File: config.mk
export PLATFORM = sky130hd
export DESIGN_NAME = issue_scheduler
export DESIGN_NICKNAME = d
export VERILOG_FILES = /design/src/rtl/issue_pkg.sv /design/src/rtl/rr_picker.sv /design/src/rtl/issue_scheduler.sv
export SDC_FILE = /design/constraint.sdc
export NUM_CORES = 1
export LEC_CHECK = 0
export BUFFER_PORTS_ARGS = -buffer_cell sky130_fd_sc_hd__buf_2
export CAP_MARGIN = 15
export CELL_PAD_IN_SITES_DETAIL_PLACEMENT = 1
export CELL_PAD_IN_SITES_GLOBAL_PLACEMENT = 2
export CORE_MARGIN = 2
export CORE_UTILIZATION = 35
export CTS_BUF_LIST = sky130_fd_sc_hd__clkbuf_16
export DETAILED_ROUTE_END_ITERATION = 8
export GPL_TIMING_DRIVEN = 0
export PLACE_DENSITY_LB_ADDON = 0.1
export SETUP_SLACK_MARGIN = 0.3
export SLEW_MARGIN = 20
export SYNTH_ARGS = -nofsm -noshare
export SYNTH_HDL_FRONTEND = slang
export SYNTH_SLANG_ARGS = --single-unit
File: constraint.sdc
create_clock -name clk -period 29.8 [get_ports clk]
set_input_delay 1.49 -clock clk [delete_from_list [all_inputs] [get_ports clk]]
set_output_delay 1.49 -clock clk [all_outputs]
set_load 0.005 [all_outputs]
File: src/rtl/issue_pkg.sv
// Purpose: shared sizing, FU index constants and helpers for the issue scheduler.
// Contents: RS_ENTRIES/NUM_FU/IDX_W/LAT_W widths, FU_* indices, busy_t counter type,
//           lat_to_busy (latency -> remaining busy cycles), ptr_inc (wrapping pointer).
package issue_pkg;

    localparam int unsigned RS_ENTRIES = 8;
    localparam int unsigned NUM_FU     = 3;
    localparam int unsigned IDX_W      = 3;
    localparam int unsigned LAT_W      = 3;

    localparam int unsigned FU_ALU0 = 0;
    localparam int unsigned FU_ALU1 = 1;
    localparam int unsigned FU_MUL  = 2;

    typedef logic [LAT_W-1:0] busy_t;

    // Cycles the FU stays occupied after the issue cycle; latency 0 behaves as 1.
    function automatic busy_t lat_to_busy(input logic [LAT_W-1:0] lat);
        return (lat == '0) ? '0 : busy_t'(lat - 1'b1);
    endfunction

    // Round-robin pointer successor, wrapping from RS_ENTRIES-1 to 0.
    function automatic logic [IDX_W-1:0] ptr_inc(input logic [IDX_W-1:0] p);
        return (32'(p) == RS_ENTRIES - 1) ? '0 : IDX_W'(p + 1'b1);
    endfunction

endpackage

File: src/rtl/rr_picker.sv
// Purpose: combinational round-robin picker; finds the first set request at or after
//          start_i (wrapping modulo N) via rotate, priority-encode, unrotate.
// Ports:   req_i   - request vector
//          start_i - index where the search begins
//          found_o - any request set
//          idx_o   - chosen index (0 when nothing found)
module rr_picker #(
    parameter int unsigned N = 8,
    parameter int unsigned W = 3
) (
    input  logic [N-1:0] req_i,
    input  logic [W-1:0] start_i,
    output logic         found_o,
    output logic [W-1:0] idx_o
);

    localparam int unsigned W1 = W + 1;
    localparam logic [W:0]  NW = W1'(N);

    logic [N-1:0] rot;
    logic [W:0]   src;
    logic [W-1:0] pos;
    logic [W:0]   sum;

    // Rotate so that start_i lands at bit 0.
    always_comb begin
        rot = '0;
        src = '0;
        for (int i = 0; i < int'(N); i++) begin
            src = {1'b0, start_i} + W1'(i);
            if (src >= NW) begin
                src = src - NW;
            end
            rot[i] = req_i[src[W-1:0]];
        end
    end

    // Lowest set bit of the rotated vector, mapped back to an absolute index.
    always_comb begin
        found_o = 1'b0;
        pos     = '0;
        for (int i = 0; i < int'(N); i++) begin
            if (rot[i] && !found_o) begin
                found_o = 1'b1;
                pos     = W'(i);
            end
        end
        sum = {1'b0, pos} + {1'b0, start_i};
        if (sum >= NW) begin
            sum = sum - NW;
        end
        idx_o = found_o ? sum[W-1:0] : '0;
    end

endmodule

File: src/rtl/issue_scheduler.sv
// Purpose: picks up to one ready RS entry per functional unit each cycle with per-FU
//          round-robin fairness, and tracks multi-cycle FU occupancy.
// Ports:   clk, rst (async, active-low)
//          req_valid/req_fu_mask/req_lat - per-entry request, FU eligibility, latency
//          fu_ready, flush               - FU acceptance and pipeline flush
//          grant_valid/grant_idx         - zero-latency issue per FU
//          entry_granted                 - union of this cycle's granted entries
//          fu_busy                       - FU occupied by a multi-cycle op
// Option:  ISSUE_PERF_CNT_EN adds perf_issue_cnt / perf_stall_cnt (saturating,
//          cleared by reset or flush).
module issue_scheduler
    import issue_pkg::*;
(
    input  logic                         clk,
    input  logic                         rst,
    input  logic [RS_ENTRIES-1:0]        req_valid,
    input  logic [RS_ENTRIES*NUM_FU-1:0] req_fu_mask,
    input  logic [RS_ENTRIES*LAT_W-1:0]  req_lat,
    input  logic [NUM_FU-1:0]            fu_ready,
    input  logic                         flush,
    output logic [NUM_FU-1:0]            grant_valid,
    output logic [NUM_FU*IDX_W-1:0]      grant_idx,
    output logic [RS_ENTRIES-1:0]        entry_granted,
    output logic [NUM_FU-1:0]            fu_busy
`ifdef ISSUE_PERF_CNT_EN
    ,
    output logic [31:0]                  perf_issue_cnt,
    output logic [31:0]                  perf_stall_cnt
`endif
);

    logic [IDX_W-1:0] rr_ptr_q [NUM_FU];
    logic [IDX_W-1:0] rr_ptr_d [NUM_FU];
    busy_t            busy_q   [NUM_FU];
    busy_t            busy_d   [NUM_FU];
    logic [LAT_W-1:0] lat_arr  [RS_ENTRIES];

    // Unpack per-entry latency fields.
    always_comb begin
        for (int e = 0; e < int'(RS_ENTRIES); e++) begin
            lat_arr[e] = req_lat[e*LAT_W +: LAT_W];
        end
    end

    // Per-FU arbitration; entries granted to lower-index FUs are masked off downstream.
    for (genvar f = 0; f < NUM_FU; f++) begin : g_fu
        logic [RS_ENTRIES-1:0] fu_mask;
        logic [RS_ENTRIES-1:0] excl_in;
        logic [RS_ENTRIES-1:0] excl_out;
        logic [RS_ENTRIES-1:0] cand;
        logic                  pick_found;
        logic [IDX_W-1:0]      pick_idx;
        logic                  fu_free;
        logic                  gv;

        if (f == 0) begin : g_head
            assign excl_in = '0;
        end else begin : g_chain
            assign excl_in = g_fu[f-1].excl_out;
        end

        always_comb begin
            fu_mask = '0;
            for (int e = 0; e < int'(RS_ENTRIES); e++) begin
                fu_mask[e] = req_fu_mask[e*NUM_FU + f];
            end
        end

        assign cand = req_valid & fu_mask & ~excl_in;

        rr_picker #(
            .N (RS_ENTRIES),
            .W (IDX_W)
        ) u_pick (
            .req_i   (cand),
            .start_i (rr_ptr_q[f]),
            .found_o (pick_found),
            .idx_o   (pick_idx)
        );

        // rst gating keeps grants at zero while reset is held, whatever the inputs do.
        assign fu_free  = rst & ~flush & fu_ready[f] & (busy_q[f] == '0);
        assign gv       = fu_free & pick_found;
        assign excl_out = gv ? (excl_in | (RS_ENTRIES'(1) << pick_idx)) : excl_in;

        assign grant_valid[f]              = gv;
        assign grant_idx[f*IDX_W +: IDX_W] = gv ? pick_idx : '0;
        assign fu_busy[f]                  = (busy_q[f] != '0);
    end

    assign entry_granted = g_fu[NUM_FU-1].excl_out;

    // Pointer advance and busy countdown; flush clears occupancy but keeps fairness state.
    always_comb begin
        logic [IDX_W-1:0] gi;
        gi = '0;
        for (int f = 0; f < int'(NUM_FU); f++) begin
            rr_ptr_d[f] = rr_ptr_q[f];
            busy_d[f]   = busy_q[f];
            gi          = grant_idx[f*IDX_W +: IDX_W];
            if (flush) begin
                busy_d[f] = '0;
            end else if (grant_valid[f]) begin
                rr_ptr_d[f] = ptr_inc(gi);
                busy_d[f]   = lat_to_busy(lat_arr[gi]);
            end else if (busy_q[f] != '0) begin
                busy_d[f] = busy_q[f] - 1'b1;
            end
        end
    end

    always_ff @(posedge clk or negedge rst) begin
        if (!rst) begin
            for (int f = 0; f < int'(NUM_FU); f++) begin
                rr_ptr_q[f] <= '0;
                busy_q[f]   <= '0;
            end
        end else begin
            for (int f = 0; f < int'(NUM_FU); f++) begin
                rr_ptr_q[f] <= rr_ptr_d[f];
                busy_q[f]   <= busy_d[f];
            end
        end
    end

`ifdef ISSUE_PERF_CNT_EN
    logic [31:0]  issue_cnt_q;
    logic [31:0]  issue_cnt_d;
    logic [31:0]  stall_cnt_q;
    logic [31:0]  stall_cnt_d;
    logic [32:0]  issue_sum;
    int unsigned  n_grants;

    // Saturating counters; a stall is pending work with nothing issued.
    always_comb begin
        n_grants = 0;
        for (int f = 0; f < int'(NUM_FU); f++) begin
            n_grants = n_grants + 32'(grant_valid[f]);
        end
        issue_sum   = {1'b0, issue_cnt_q} + 33'(n_grants);
        issue_cnt_d = issue_sum[32] ? '1 : issue_sum[31:0];
        stall_cnt_d = stall_cnt_q;
        if ((|req_valid) && (grant_valid == '0) && (stall_cnt_q != '1)) begin
            stall_cnt_d = stall_cnt_q + 32'd1;
        end
        if (flush) begin
            issue_cnt_d = '0;
            stall_cnt_d = '0;
        end
    end

    always_ff @(posedge clk or negedge rst) begin
        if (!rst) begin
            issue_cnt_q <= '0;
            stall_cnt_q <= '0;
        end else begin
            issue_cnt_q <= issue_cnt_d;
            stall_cnt_q <= stall_cnt_d;
        end
    end

    assign perf_issue_cnt = issue_cnt_q;
    assign perf_stall_cnt = stall_cnt_q;
`endif

endmodule

==> summary.md, run 1 <==
| Metric | Value |
|---|---|
| Status | `finished, final reports clean` |
| Number of filler instances in the final layout | `approximately 1700` |
| Launching element of the worst setup path | `req_valid[4]` |
| Count of vias placed by the detailed router | `between 5000 and 6000` |
| Rows | `42` |
| Count of endpoints failing setup in the final report | `0` |
| Number of global-route vias before repair | `5862` |
| Detailed Route WL | `around 19000 um` |
| Worst-margin pin slew | `1.10 ns` |
| Clk root buf | `clkbuf_16` |
| Cells after Synth | `~670` |
| Number of clock buffers inserted by TritonCTS | `3` |
| Area taken by multi-input logic gates | `about 4000 um^2` |
| Area taken by flip-flops and latches | `around 450 um^2` |
| First-pass iteration count of the detailed router | `5` |
| Slowest stage cell on the critical path | `o311ai_1` |
| Routed Antenna Nets | `0` |
| FFs w/ async S/R, synth | `100%` |
| RSZ-0062 raised after global routing | `no` |
| Top cell type by total area after synthesis | `dfrtp_1` |
| Area share of the largest cell type after synthesis | `under 10%` |
| Worst Hold Margin | `between 0.6 and 0.7 ns` |
| HPWL after detailed placement | `between 15000 and 20000 um` |
| Most frequent cell on the critical path | `nor2_1` |
| Launch point of the worst reg-to-reg path | `rr_ptr_q[7]$_DFFE_PN0P_` |
| Routed vias/inst | `approximately 6` |
| TritonCTS sink count | `18` |
| I/O pin total | `85` |
| Critical path type | `primary input to output port` |
| Setup slack, reg-to-reg | `18.11 ns` |
| Diodes inserted | `0` |
| Capture point of the worst path | `entry_granted[3]` |
| Antenna violations before repair | `0` |
| Data arrival time of the critical path | `approximately 12 ns` |
| DRC violation total after the first TritonRoute iteration | `469` |
| Avg WL per Cell | `~21 um` |
| Number of buffers between clock root and the deepest sink | `2` |
| Critical path launch point type | `primary input` |
| Post-synth cell types | `between 80 and 90` |
| Final period demand of the worst path | `approximately 14 ns` |
| Post-CTS resize count | `0` |
| Combined area of all synthesized cells | `~4700 um^2` |
| Total global routing overflow | `0` |
| Hold_buf cts | `0` |
| Number of enable-type register cells in the synthesized netlist | `0` |
| Slowest Stage Delay on Critical Path | `0.92 ns` |
| Ratio of final minimum period to clock period | `between 40% and 50%` |
| Post-synthesis sequential element count | `18` |
| Crit path capture type | `output port` |
| Worst-path fanout max | `10` |
| Leading cell type by number of instances after synthesis | `nand2_1` |
| Synth Area per Inst | `7.05 um^2` |
| Slew Limit Fails | `0` |
| Total global routing track utilization | `26.4%` |
| Weighted congestion reported at the end of routability-driven placement | `about 0.92` |
| Largest net degree at the start of global routing | `21` |
| Clk_lat worst skew | `between 0.2 and 0.3 ns` |
| Type of the most critical hold path | `flip-flop to flip-flop` |
| Clock slew at reported path FFs | `roughly 0.060 ns` |
| First-pass GRT wire length | `about 31000 um` |
| Final worst clock skew | `around 0.0030 ns` |
| Number of H-tree levels | `1` |
| # Max-Cap Violations | `0` |
| Die Span Y | `approximately 120 um` |
| Area growth from synthesis to final layout | `15.1%` |
| Buffers added on ports | `a little over 80` |
| Total Die Area | `~14000 um^2` |
| Max Fclk | `just over 70 MHz` |
| Layout cells sized above 1 | `18.5%` |
| Top post-synthesis cells by count | `75 x nand2_1, 66 x nor2_1, 40 x o21ai_0` |
| Net total in the final layout | `between 800 and 900` |
| Post-route setup TNS | `0 ns` |
| Worst endpoint required time | `around 28 ns` |
| Final number of hold-violating endpoints | `0` |
| Core ar. | `~13000 um^2` |
| Chip width | `between 100 and 150 um` |
| Yosys warning count | `0` |
| Initial core utilization | `35.7%` |
| Headroom to the max-slew limit | `between 20 and 30%` |
| Share of synthesized area occupied by flip-flops and latches | `9.56%` |
| Top cells by area, synth | `dfrtp_1 9.6%, nand2_1 6.0%, ha_1 5.3%, nor2_1 5.3%, mux2i_1 4.7%` |
| Primary FF master, synth | `dfrtp_1` |
| TritonCTS clock tree | `done` |
| Post-detailed-route DRC marker count | `0` |
| Setup bufs post-CTS | `0` |
| Syn Nets | `~750` |
| RR Endpoint | `busy_q[1]$_DFFE_PN0P_` |
| Number of cell instances on the worst register-to-register path | `49` |
==> worst max-delay path, delay by kind of cell <==
family / cells / cell delay (ns)
simple gates: 19 / 2.47
compound gates: 15 / 4.09
buf+inv: 8 / 2.04
fa+ha+maj: 5 / 1.41
mux: 2 / 0.88
==> placed cells by master, fill, tap and decap left out, types with 5 or more instances in the layout <==
cell type	instances
a211oi_1	6
a21oi_1	34
a31oi_1	24
a41oi_1	5
and2_1	7
and3_1	9
buf_2	87
clkbuf_1	33
dfrtp_1	18
ha_1	20
inv_1	37
mux2_2	7
mux2i_1	22
mux4_2	6
nand2_1	75
nand3_1	32
nand4_1	7
nand4b_1	6
nor2_1	66
nor2b_1	8
nor3_1	27
o211ai_1	8
o21ai_0	40
o21ai_1	7
o221ai_1	6
o22ai_1	9
or3_1	5
xnor2_1	11
xor2_1	12
==> sequential cells by signal, indices dropped and copies added, names as in the netlist <==
signal and cells:
rr_ptr_q 9, busy_q 9
==> through the flow <==
stage | worst slack (ns) | std cells | area, um^2 | util [%]
global route | 15.17 | 931 | 5420 | 41.1
finish | 15.93 | 931 | 5420 | 41.1
CTS | 16.14 | 931 | 5420 | 41.1
detailed placement | 16.16 | 928 | 5350 | 40.6
global placement | 16.44 | 928 | 5350 | 40.6
floorplan | 18.22 | 669 | 4710 | -
==> kinds of logic after synthesis <==
group | synth area share, %
AO/OA/AOI/OAI | 33.9
XOR/XNOR | 4.27
adder cells (fa/ha/maj) | 6.58
buffers and inverters | 7.67
flip-flops | 9.56
multiplexers | 9.77
AND/OR/NAND/NOR | 28.2
==> cell type report <==
| cell class | count | area share, % |
|---|---|---|
| Multi-Input combinational cell | 564 | 71.9 |
| Inverter | 42 | 2.91 |
| Buffer | 45 | 3.76 |
| Timing Repair Buffer | 83 | 7.66 |
| Clock buffer | 3 | 1.38 |
| Sequential cell | 18 | 8.30 |
| Tap cell | 176 | 4.06 |
==> how the worst min path moves through the flow <==
stage | startpoint | depth (start not counted) | end | slack (ns)
after floorplan | busy_q[5]$_DFFE_PN0P_ | 4 | busy_q[5]$_DFFE_PN0P_ | 0.60
after global placement | busy_q[5]$_DFFE_PN0P_ | 4 | busy_q[5]$_DFFE_PN0P_ | 0.64
after detailed placement | busy_q[6]$_DFFE_PN0P_ | 4 | busy_q[6]$_DFFE_PN0P_ | 0.65
after CTS | busy_q[6]$_DFFE_PN0P_ | 4 | busy_q[6]$_DFFE_PN0P_ | 0.67
after global routing | busy_q[3]$_DFFE_PN0P_ | 4 | busy_q[3]$_DFFE_PN0P_ | 0.72
final | busy_q[6]$_DFFE_PN0P_ | 4 | busy_q[6]$_DFFE_PN0P_ | 0.67
==> per-layer routing <==
metal	track usage [%]	vias to the layer above	share of wire (%)
li1	-	2701	-
met1	34.4	2820	44
met2	46.1	179	48
met3	3.09	34	5.4
met4	6.84	0	2.3
met5	0	-	0
Power of run 1 is left out: the tool's default activity adds up to more than one toggle a clock period on the data nets, which glitch-free logic cannot reach.
==> inputs of run 2 (changes only) <==
--- a/config.mk
+++ b/config.mk
@@ -10,7 +10,7 @@
 export CELL_PAD_IN_SITES_DETAIL_PLACEMENT = 1
 export CELL_PAD_IN_SITES_GLOBAL_PLACEMENT = 2
 export CORE_MARGIN = 2
-export CORE_UTILIZATION = 35
+export CORE_UTILIZATION = 32
 export CTS_BUF_LIST = sky130_fd_sc_hd__clkbuf_16
 export DETAILED_ROUTE_END_ITERATION = 8
 export GPL_TIMING_DRIVEN = 0
==> constraint.sdc (replaced) <==
create_clock -name clk -period 13.8 [get_ports clk]
set_input_delay 0.69 -clock clk [delete_from_list [all_inputs] [get_ports clk]]
set_output_delay 0.69 -clock clk [all_outputs]
set_load 0.005 [all_outputs]
==> run 2 against run 1 <==
Against the previous run:
- sequential share of layout area is essentially flat
- flip-flop and latch count did not move
- critical path type is now flip-flop to output port
- first-iteration DRC count fell by 10%
- worst setup slack worse by 15 ns
- design area is 0.39% higher
- worst hold slack lost 0.26 ns
- critical path depth is the same
- core utilization shrank 3.5 points
==> summary.md, run 2 (synthesis results as in run 1) <==
| Metric | Value |
|---|---|
| Routed vias/inst | `roughly 6` |
| Layout cells sized above 1 | `approximately a fifth` |
| Leading cell types in the layout, fill and taps excluded | `87 x buf_2, 75 x nand2_1, 66 x nor2_1` |
| Number of global-route vias before repair | `between 5000 and 6000` |
| Capture point of the worst path | `entry_granted[3]` |
| Net total in the final layout | `842` |
| Setup slack, reg-to-reg | `2.05 ns` |
| Clk root buf | `clkbuf_16` |
| Largest net degree at the start of global routing | `21` |
| Routed Antenna Nets | `0` |
| Number of H-tree levels | `1` |
| Slew Limit Fails | `0` |
| HPWL after detailed placement | `16100 um` |
| Core ar. | `14500 um^2` |
| Chip width | `125 um` |
| Weighted congestion reported at the end of routability-driven placement | `0.848` |
| TritonCTS sink count | `18` |
| Number of clock buffers inserted by TritonCTS | `3` |
| Final period demand of the worst path | `approximately 12 ns` |
| Number of cell instances on the worst register-to-register path | `50` |
| Launch point of the worst reg-to-reg path | `rr_ptr_q[7]$_DFFE_PN0P_` |
| Post-detailed-route DRC marker count | `0` |
| Rows | `44` |
| Critical path type | `flip-flop to output port` |
| Slowest Stage Delay on Critical Path | `0.59 ns` |
| DRC violation total after the first TritonRoute iteration | `422` |
| Avg WL per Cell | `~21 um` |
| Total global routing overflow | `0` |
| Clk_lat worst skew | `roughly 0.26 ns` |
| Total global routing track utilization | `approximately a quarter` |
| Status | `finished, final reports clean` |
| Number of filler instances in the final layout | `between 1500 and 2000` |
| Count of vias placed by the detailed router | `5667` |
| First-pass iteration count of the detailed router | `5` |
| Critical path launch point type | `flip-flop` |
| Area growth from synthesis to final layout | `15.5%` |
| Diodes inserted | `0` |
| Clock slew at reported path FFs | `roughly 0.060 ns` |
| RSZ-0062 raised after global routing | `no` |
| Worst endpoint required time | `13.11 ns` |
| Buffers added on ports | `83` |
| I/O pin total | `85` |
| Detailed Route WL | `between 15000 and 20000 um` |
| Final number of hold-violating endpoints | `0` |
| Launching element of the worst setup path | `rr_ptr_q[7]$_DFFE_PN0P_` |
| Headroom to the max-slew limit | `between 30% and 40%` |
| Number of buffers between clock root and the deepest sink | `2` |
| Type of the most critical hold path | `primary input to async pin` |
| Count of endpoints failing setup in the final report | `0` |
| RR Endpoint | `busy_q[1]$_DFFE_PN0P_` |
| Most common cell after layout, fill and taps aside | `buf_2` |
| TritonCTS clock tree | `done` |
| Max Fclk | `roughly 80 MHz` |
| Data arrival time of the critical path | `around 12 ns` |
| Top Registers | `busy_q: 9 flops, rr_ptr_q: 9 flops` |
| # Max-Cap Violations | `0` |
| Die Span Y | `roughly 130 um` |
| Final worst clock skew | `between 0.006 and 0.007 ns` |
| Initial core utilization | `32.6%` |
| Crit path capture type | `output port` |
| Post-route setup TNS | `0 ns` |
| Most frequent cell on the critical path | `nor2_1` |
| Total Die Area | `~16000 um^2` |
| Antenna violations before repair | `0` |
| First-pass GRT wire length | `about 32000 um` |
| Worst-path fanout max | `10` |
| Ratio of final minimum period to clock period | `between 90 and 100%` |
| Worst-margin pin slew | `just over 1 ns` |
| Slowest stage cell on the critical path | `mux4_2` |
[run 2: through the flow]
step | cells | util [%] | hold WS (ns) | instance area (um^2) | setup WS (ns)
floorplan | 669 | - | 0.394 | 4710 | 3.82
global placement | 936 | 37.0 | 0.630 | 5360 | 1.90
detailed placement | 936 | 37.0 | 0.664 | 5360 | 1.61
CTS | 940 | 37.6 | 0.419 | 5440 | 1.39
global route | 940 | 37.6 | 0.428 | 5450 | 0.342
finish | 940 | 37.6 | 0.403 | 5450 | 1.34
[run 2: worst max-delay path, delay by kind of cell (launching register included)]
kind	cells	cell delay [ns]
AND/OR/NAND/NOR	17	2.05
adder cells (fa/ha/maj)	7	2.21
AO/OA/AOI/OAI	15	3.39
XOR/XNOR	1	0.23
multiplexers	1	0.59
buffers and inverters	8	2.62
flip-flops	1	0.40
[run 2: area by class of cell]
class	count	area, um^2	area share [%]
flip-flops and latches	18	450	8.27
plain buffers	45	204	3.75
repair buffers	83	415	7.63
well taps	184	230	4.23
clock inverters	1	3.75	0.0689
clock buffers	3	75.1	1.38
multi-input cells	564	3910	71.8
inverters	42	158	2.90
[run 2: how the worst min path moves through the flow]
stage / cells past startpoint / to / slack (ns) / startpoint
after floorplan: 0 / busy_q[0]$_DFFE_PN0P_ / 0.39 / rst
after global placement: 4 / busy_q[5]$_DFFE_PN0P_ / 0.63 / busy_q[5]$_DFFE_PN0P_
after detailed placement: 4 / busy_q[5]$_DFFE_PN0P_ / 0.66 / busy_q[5]$_DFFE_PN0P_
after CTS: 1 / busy_q[1]$_DFFE_PN0P_ / 0.42 / rst
after global routing: 1 / busy_q[1]$_DFFE_PN0P_ / 0.43 / rst
final: 1 / busy_q[1]$_DFFE_PN0P_ / 0.40 / rst
[run 2: repair_timing]
item                                    CTS  global route
gates resized for setup                   0             1
setup buffers                             0             0
hold buffers                              0             0
endpoints found under the setup margin    0             1
[run 2: per-layer routing]
metal | global-route usage [%] | wire length [um] | vias up
li1 | - | - | 2699
met4 | 4.77 | 245 | 0
met1 | 33.8 | 9160 | 2789
met2 | 43.5 | 9490 | 159
met5 | 0 | 0 | -
met3 | 1.84 | 841 | 20
Power of run 2 is left out for the same reason.
==> inputs of run 3 (changes only) <==
--- a/config.mk
+++ b/config.mk
@@ -7,14 +7,12 @@
 export LEC_CHECK = 0
 export BUFFER_PORTS_ARGS = -buffer_cell sky130_fd_sc_hd__buf_2
 export CAP_MARGIN = 15
-export CELL_PAD_IN_SITES_DETAIL_PLACEMENT = 1
-export CELL_PAD_IN_SITES_GLOBAL_PLACEMENT = 2
 export CORE_MARGIN = 2
-export CORE_UTILIZATION = 32
+export CORE_UTILIZATION = 45
 export CTS_BUF_LIST = sky130_fd_sc_hd__clkbuf_16
 export DETAILED_ROUTE_END_ITERATION = 8
 export GPL_TIMING_DRIVEN = 0
-export PLACE_DENSITY_LB_ADDON = 0.1
+export PLACE_DENSITY = 0.67
 export SETUP_SLACK_MARGIN = 0.3
 export SLEW_MARGIN = 20
 export SYNTH_ARGS = -nofsm -noshare
==> run 3 against run 2 <==
Against the previous run:
- first-iteration DRC count increased by 31%
- register-to-register slack improved by 0.45 ns
- critical path type unchanged
- critical endpoint is now entry_granted[7]
- via count decreased by 1.1%
- sequential share of layout area increased by 0.11 points
- worst setup slack improved by 0.53 ns
==> summary.md, run 3 (synthesis results as in run 1) <==
| Metric | Value |
|---|---|
| Worst-margin pin slew | `1.04 ns` |
| Post-detailed-route DRC marker count | `0` |
| Number of H-tree levels | `1` |
| DRC violation total after the first TritonRoute iteration | `between 500 and 600` |
| Number of buffers between clock root and the deepest sink | `2` |
| Post-CTS resize count | `0` |
| Count of vias placed by the detailed router | `5604` |
| Die Span Y | `between 100 and 150 um` |
| Count of endpoints failing setup in the final report | `0` |
| HPWL after detailed placement | `around 13000 um` |
| Final period demand of the worst path | `11.93 ns` |
| Type of the most critical hold path | `primary input to async pin` |
| Initial core utilization | `46.1%` |
| RSZ-0062 raised after global routing | `no` |
| Worst-path fanout max | `10` |
| Slowest Stage Delay on Critical Path | `between 0.8 and 0.9 ns` |
| Crit path capture type | `output port` |
| Number of clock buffers inserted by TritonCTS | `3` |
| Diodes inserted | `0` |
| Core ar. | `10200 um^2` |
| Total Die Area | `roughly 11000 um^2` |
| Layout cells sized above 1 | `18.5%` |
| Number of global-route vias before repair | `5204` |
| Critical path launch point type | `flip-flop` |
| First-pass GRT wire length | `approximately 26000 um` |
| Most frequent cell on the critical path | `nor2_1` |
| Clk root buf | `clkbuf_16` |
| TritonCTS clock tree | `done` |
| TritonCTS sink count | `18` |
| Clock slew at reported path FFs | `~0.060 ns` |
| Most common cell after layout, fill and taps aside | `buf_2` |
| Ratio of final minimum period to clock period | `between 80% and 90%` |
| Slew Limit Fails | `0` |
| Headroom to the max-slew limit | `about 30%` |
| Post-route setup TNS | `0 ns` |
| Data arrival time of the critical path | `11.24 ns` |
| Status | `finished, final reports clean` |
| Antenna violations before repair | `0` |
| Slowest stage cell on the critical path | `o311ai_1` |
| Total global routing overflow | `0` |
| Worst endpoint required time | `around 13 ns` |
| Max Fclk | `83.8 MHz` |
| Leading cell types in the layout, fill and taps excluded | `87 x buf_2, 75 x nand2_1, 66 x nor2_1` |
| Chip width | `106 um` |
| Weighted congestion reported at the end of routability-driven placement | `0.951` |
| Hold_buf cts | `0` |
| Final worst clock skew | `0.000675 ns` |
| Routed vias/inst | `about 6.3` |
| Largest net degree at the start of global routing | `21` |
| Rows | `37` |
| Total global routing track utilization | `between 20 and 30%` |
| Critical path type | `flip-flop to output port` |
| Final number of hold-violating endpoints | `0` |
| I/O pin total | `85` |
| Net total in the final layout | `roughly 840` |
| Routed Antenna Nets | `0` |
| First-pass iteration count of the detailed router | `5` |
| Buffers added on ports | `83` |
| Detailed Route WL | `~16000 um` |
| Top Registers | `busy_q: 9 flops, rr_ptr_q: 9 flops` |
| Setup bufs post-CTS | `0` |
| Area growth from synthesis to final layout | `14.0%` |
| Clk_lat worst skew | `0.25 ns` |
| Avg WL per Cell | `18.4 um` |
| # Max-Cap Violations | `0` |
run 3: critical path: cells and delay by family, from the launching register on:
kind                     cells  cell delay [ns]
adder cells (fa/ha/maj)      6             1.84
flip-flops                   1             0.40
buffers and inverters        8             2.03
multiplexers                 1             0.59
AND/OR/NAND/NOR             18             2.21
AO/OA/AOI/OAI               15             3.93
run 3: metrics by stage:
stage / util (%) / cell area, um^2 / setup WS [ns] / hold WS [ns] / instances
global route: 52.5 / 5370 / 1.02 / 0.424 / 891
global placement: 51.8 / 5300 / 2.41 / 0.621 / 888
detailed placement: 51.8 / 5300 / 2.24 / 0.641 / 888
finish: 52.5 / 5370 / 1.87 / 0.391 / 891
CTS: 52.5 / 5370 / 2.05 / 0.405 / 891
floorplan: - / 4710 / 3.82 / 0.394 / 669
run 3: cell type report:
type / instances / area [um^2]
inverters: 42 / 158
repair buffers: 83 / 415
plain buffers: 45 / 204
flip-flops and latches: 18 / 450
multi-input cells: 564 / 3900
clock buffers: 3 / 75.1
fillers: 1032 / 4860
well taps: 136 / 170
run 3: final timing paths:
check                                        start                       to  slack [ns]  depth (start not counted)
setup / recovery           rr_ptr_q[7]$_DFFE_PN0P_         entry_granted[7]        1.87                         48
hold / removal                                 rst    busy_q[1]$_DFFE_PN0P_        0.39                          1
setup reg to reg           rr_ptr_q[7]$_DFFE_PN0P_    busy_q[1]$_DFFE_PN0P_        2.50                         49
hold reg to reg              busy_q[5]$_DFFE_PN0P_    busy_q[5]$_DFFE_PN0P_        0.65                          4
max in group asynchronous                      rst  rr_ptr_q[5]$_DFFE_PN0P_       13.08                          1
min in group clk             busy_q[5]$_DFFE_PN0P_    busy_q[5]$_DFFE_PN0P_        0.65                          4
run 3: metal layers:
metal | routed length [um] | up-vias | share of wire [%] | global-route usage (%)
met5 | 0 | - | 0 | 0
met4 | 326 | 0 | 2.0 | 7.33
met3 | 1210 | 25 | 7.4 | 3.00
met2 | 7630 | 271 | 47 | 47.8
met1 | 7190 | 2613 | 44 | 39.0
li1 | - | 2695 | - | -
Power of run 3 is left out for the same reason.
